### config.mk
export PLATFORM = sky130hd
export DESIGN_NAME = fc_accum_ctrl
export DESIGN_NICKNAME = d
export VERILOG_FILES = /design/src/rtl/fc_pkg.sv /design/src/rtl/fc_accum_ctrl.sv
export SDC_FILE = /design/constraint.sdc
export NUM_CORES = 1
export LEC_CHECK = 0
export ABC_AREA = 0
export BUFFER_PORTS_ARGS = -buffer_cell sky130_fd_sc_hd__buf_2
export CORE_AREA = 2 2 222 224
export CTS_CLUSTER_DIAMETER = 100
export CTS_CLUSTER_SIZE = 8
export DETAILED_ROUTE_END_ITERATION = 10
export DIE_AREA = 0 0 224 226
export GPL_ROUTABILITY_DRIVEN = 0
export PLACE_DENSITY = 0.33
export SLEW_MARGIN = 20
export SYNTH_ARGS = -nofsm -noshare
export SYNTH_HDL_FRONTEND = slang
export SYNTH_SLANG_ARGS = --single-unit
### constraint.sdc
create_clock -name clk -period 4.7 [get_ports clk]
set_input_delay 0.94 -clock clk [delete_from_list [all_inputs] [get_ports clk]]
set_output_delay 0.94 -clock clk [all_outputs]
set_load 0.05 [all_outputs]
### src/rtl/fc_pkg.sv
// Shared types and helpers for the Fully_Connected accumulation controller.
// sat_add is only referenced when FC_ACC_SAT_EN is defined.
package fc_pkg;

    typedef enum logic [1:0] {
        IDLE  = 2'd0,
        ACCUM = 2'd1,
        HOLD  = 2'd2
    } fc_state_t;

    localparam int LANES = 16;

    // Signed saturating add of two w-bit values carried in 64-bit containers.
    // Overflow occurs when both operands share a sign the result lacks.
    function automatic logic [63:0] sat_add(
        input logic [63:0] a,
        input logic [63:0] b,
        input int unsigned w
    );
        logic [63:0] mask;
        logic [63:0] s;
        logic        sa;
        logic        sb;
        logic        ss;
        mask = (64'd1 << w) - 64'd1;
        s    = (a + b) & mask;
        sa   = a[w-1];
        sb   = b[w-1];
        ss   = s[w-1];
        if ((sa == sb) && (ss != sa)) begin
            s = sa ? (64'd1 << (w - 1)) : ((64'd1 << (w - 1)) - 64'd1);
        end
        return s;
    endfunction

endpackage

### src/rtl/fc_accum_ctrl.sv
// Sequencing controller feeding an external 16-lane adder tree and accumulating
// its sum per neuron. Define FC_ACC_SAT_EN for a saturating accumulator add.
module fc_accum_ctrl
    import fc_pkg::*;
#(
    parameter  int DATA_WIDTH = 16,
    parameter  int MAX_BEATS  = 64,
    localparam int CNT_W      = $clog2(MAX_BEATS + 1)
) (
    input  logic                        clk,
    input  logic                        rst_n,
    input  logic                        start,
    input  logic [CNT_W-1:0]            num_beats,
    input  logic [DATA_WIDTH-1:0]       bias,
    output logic                        busy,
    input  logic [DATA_WIDTH*LANES-1:0] in_data,
    input  logic                        in_valid,
    output logic                        in_ready,
    output logic [DATA_WIDTH*LANES-1:0] tree_in,
    input  logic [DATA_WIDTH-1:0]       tree_sum,
    output logic [DATA_WIDTH-1:0]       out_data,
    output logic                        out_valid,
    input  logic                        out_ready,
    output logic                        done
);

    fc_state_t             state;
    logic [DATA_WIDTH-1:0] acc;
    logic [DATA_WIDTH-1:0] acc_next;
    logic [CNT_W-1:0]      beat_cnt;
    logic [CNT_W-1:0]      nb_q;

    // Handshake and tree steering follow the state register directly.
    assign in_ready = (state == ACCUM);
    assign tree_in  = in_ready ? in_data : '0;
    assign busy     = (state != IDLE);
    assign out_data = acc;

    // Accumulator adder: wrap-around by default, clamped when saturation is built in.
`ifdef FC_ACC_SAT_EN
    logic [63:0] sat_res;
    always_comb begin
        sat_res  = sat_add({{(64-DATA_WIDTH){1'b0}}, acc},
                           {{(64-DATA_WIDTH){1'b0}}, tree_sum},
                           DATA_WIDTH);
        acc_next = sat_res[DATA_WIDTH-1:0];
    end
`else
    always_comb begin
        acc_next = acc + tree_sum;
    end
`endif

    // Control FSM with counter, accumulator and registered result flags.
    always_ff @(posedge clk) begin
        if (!rst_n) begin
            state     <= IDLE;
            acc       <= '0;
            beat_cnt  <= '0;
            nb_q      <= '0;
            out_valid <= 1'b0;
            done      <= 1'b0;
        end else begin
            done <= 1'b0;
            unique case (state)
                IDLE: begin
                    if (start) begin
                        acc      <= bias;
                        nb_q     <= num_beats;
                        beat_cnt <= '0;
                        if (num_beats == '0) begin
                            state     <= HOLD;
                            out_valid <= 1'b1;
                        end else begin
                            state <= ACCUM;
                        end
                    end
                end
                ACCUM: begin
                    if (in_valid) begin
                        acc      <= acc_next;
                        beat_cnt <= beat_cnt + 1'b1;
                        if (beat_cnt == nb_q - 1'b1) begin
                            state     <= HOLD;
                            out_valid <= 1'b1;
                        end
                    end
                end
                HOLD: begin
                    if (out_ready) begin
                        state     <= IDLE;
                        out_valid <= 1'b0;
                        done      <= 1'b1;
                    end
                end
                default: begin
                    state     <= IDLE;
                    out_valid <= 1'b0;
                end
            endcase
        end
    end

endmodule

==> metrics.csv <==
stage,metric,value,unit
timing,fin_tns_setup,0,ps
timing,max_freq,0.282,GHz
timing,setup_viol,0,
clock_tree,cts_hold_buf,0,
layout,design_area,7930,µm²
setup_path,cpLargestDelayFamily,buffers and inverters,
setup_path,crit_required,3760,ps
detailed_routing,dr.max_layer_used,met5,
timing,grt_setup_unrepaired,false,
timing,period_share,75.4,%
clock_tree,clock-root-buffer,clkbuf_16,
yosys,synthTopCellsByArea,"and3_1, dfxtp_1, clkbuf_1",
global_route,antenna_found_initial,49,
power_and_ir_drop,intPower,916,µW
global_route,grt_max_degree,162,
setup_path,cp_slowest_cell,inv_6,
yosys,synth_cells,621,
power_and_ir_drop,switchingPower,1350,µW
placed_design,io_buffers,575,
global_route,grt_pass1_vias,7093,
detailed_routing,wire_per_inst,27.2,µm
setup_path,r2r-end,beat_cnt[6],
yosys,syn_nets,939,
detailed_routing,drt-total-wl,48.3,mm
timing,slew_headroom,43.1,%
clock_tree,clkLatencyLatePin,290,ps
clock_tree,clkSinkCount,34,
placed_design,dpl-instance-area,7770,µm²
yosys,synth_async_sr_flop_share,0,%
setup_path,path_buf_inv,3,
power_and_ir_drop,peakVddDrop,0.000129,V
yosys,yosysWarningCount,0,
yosys,synth_edf_count,0,
detailed_routing,wl_met2,21.2,mm
setup_path,start_kind,register,
layout,nets,1459,
detailed_routing,via_per_inst,4.10,
timing,finalHoldWorstSlack,495,ps
floorplanning,die_area,50600,µm²
power_and_ir_drop,fin_total_pwr,2260,µW
power_and_ir_drop,p_leak,0.00514,µW
detailed_routing,drtIter0Drc,338,
detailed_routing,dr.pass1.iters,5,
yosys,ys.flop_type,dfxtp_1,
setup_path,crit_chain,inv_6 -> buf_12 -> and3_1 -> buf_2,
outcome,status,completed,
yosys,synth_area,4290,µm²
setup_path,crit_arrival,2600,ps
worst_hold_path,min-delay-path-class,reg2reg,
detailed_routing,drtAntennaViolNets,0,
worst_hold_path,hold_depth,2,
global_route,grtUsageTotal,18.1,%
power_and_ir_drop,swShare,59.5,%
timing,period_needed,3540,ps
floorplanning,coreArea,48300,µm²
floorplanning,die_w,224,µm
timing,worst_pin_slew,850,ps
power_and_ir_drop,power_frac_seq,16.1,%
detailed_routing,drc_errors,0,
yosys,ys_seq_area_share,15.9,%
setup_path,cp_max_fo,161,
layout,drive_gt1_share,52.6,%
floorplanning,fp-row-count,81,
power_and_ir_drop,pwr-share-clk,14.5,%
yosys,avgSynthCellArea,6.91,µm²
setup_path,critical-path-max-stage-delay,540,ps
yosys,synth_cell_types,54,
floorplanning,initial_core_util,8.88,%
clock_tree,clk_pin_slew,60,ps
detailed_routing,wl_met3,5.29,mm
power_and_ir_drop,power_density,285,nW/µm²
global_route,grt_pass1_wl,62.4,mm
clock_tree,clockBufferDepth,2,
clock_tree,cts_buffers,5,
detailed_routing,vias,7278,
timing,clock_skew,8.34,ps
setup_path,worst-setup-path-type,reg2out,
yosys,yosysTopAreaCell,and3_1,
timing,drv_slew,0,
worst_hold_path,min_from,beat_cnt[6],
floorplanning,ios,576,
worst_hold_path,whs_endpoint,beat_cnt[6],
timing,hold_violations,0,
setup_path,reg2reg_from,state[0],
setup_path,r2r_slack,1930,ps
setup_path,r2r_cells,6,
global_route,grt-ovfl-total,0,
floorplanning,die_h,226,µm
detailed_routing,met1_length,19.5,mm
clock_tree,post_cts_resized,0,
setup_path,crit_path_end_kind,primary output,
layout,synthToLayoutAreaGrowth,84.8,%
clock_tree,cts_setup_buffers,0,
yosys,ys_seq_elements,34,
placed_design,hpwl,43.0,mm
power_and_ir_drop,combPwrFrac,69.4,%
yosys,synth_top_area_share,38.0,%
flow_run,drv_cap,0,
clock_tree,htreeDepth,2,
clock_tree,tritoncts,done,
==> area by class of cell <==
class | instances | area (µm²)
multi-input cells | 508 | 3310
fillers | 5687 | 40400
clock buffers | 7 | 133
well taps | 622 | 778
diodes | 14 | 35.0
repair buffers | 584 | 2960
inverters | 8 | 35.0
flip-flops and latches | 34 | 684
==> synth_stat cells (6+ instances only) <==
master / n
xnor2_1: 10
nor2_1: 20
nand4_1: 6
nor3_1: 10
dfxtp_1: 34
nand3_1: 14
nand2_1: 30
or3_1: 8
mux2i_1: 8
and3_1: 261
ha_1: 17
a21oi_1: 17
xor2_1: 9
inv_1: 7
o21ai_0: 13
nor2b_1: 10
clkbuf_1: 66
o211ai_1: 9
==> worst register-to-register path: stages (launching register included) <==
cell	delay, ps
dfxtp_4	750
mux2i_1	220
nor2_1	690
buf_4	340
nand4_1	190
or3_1	380
a21oi_1	130
==> worst max path at each step <==
stage / from / end / cells after the start / slack, ps
detailed placement: tree_sum[0] / out_data[10] / 10 / 1440
global route: state[1] / tree_in[234] / 4 / 1060
CTS: state[1] / tree_in[234] / 4 / 1200
global placement: tree_sum[0] / out_data[10] / 10 / 1420
floorplan: tree_sum[0] / out_data[10] / 9 / 1990
finish: state[1] / tree_in[230] / 4 / 1160
==> logic make-up (layout without fill, tap and decap cells) <==
logic type	count (synthesis)	in the layout	synth area share, %
buffers and inverters	79	599	7.02
multiplexers	9	9	2.13
other	0	14	0
XOR/XNOR	19	19	3.88
AO/OA/AOI/OAI	78	78	12.4
flip-flops	34	34	15.9
adder cells (fa/ha/maj)	18	18	5.42
AND/OR/NAND/NOR	384	384	53.3
==> power by group through the flow <==
stage	clock network, µW	registers, µW	logic [µW]
after CTS	335	366	1580
after floorplan	0	415	983
after global placement	0	373	1580
after detailed placement	0	372	1580
final	328	365	1570
after global routing	345	371	1650
==> cells in the final DEF, fill, tap and decap left out, drive strengths merged, types with 11 or more instances in the layout <==
| master | synthesis | layout |
|---|---|---|
| diode | 0 | 14 |
| dfxtp | 34 | 34 |
| nand3 | 14 | 14 |
| ha | 17 | 17 |
| nand2 | 30 | 30 |
| and3 | 261 | 261 |
| nor2 | 21 | 21 |
| buf | 5 | 584 |
| a21oi | 17 | 17 |
| o21ai | 13 | 13 |
| nor3 | 11 | 11 |
==> metal layers <==
metal / up-vias / GRT usage [%]
met3: 97 / 8.46
met5: - / 0
met1: 3436 / 21.2
li1: 3330 / -
met2: 373 / 28.8
met4: 42 / 6.47
==> stage by stage <==
| stage | util (%) | worst slack (ps) | cells |
|---|---|---|---|
| after global routing | 16.4 | 1060 | 1770 |
| final | 16.4 | 1160 | 1777 |
| after detailed placement | 16.1 | 1440 | 1756 |
| after CTS | 16.3 | 1200 | 1763 |
| after floorplan | - | 1990 | 621 |
| after global placement | 16.1 | 1420 | 1756 |
==> registers in the layout, summed over array words and instances, names as in the netlist <==
register   cells
out_data      16
nb_q           7
state          2
out_valid      1
beat_cnt       7
done           1
Power figures use the tool's default switching activity.
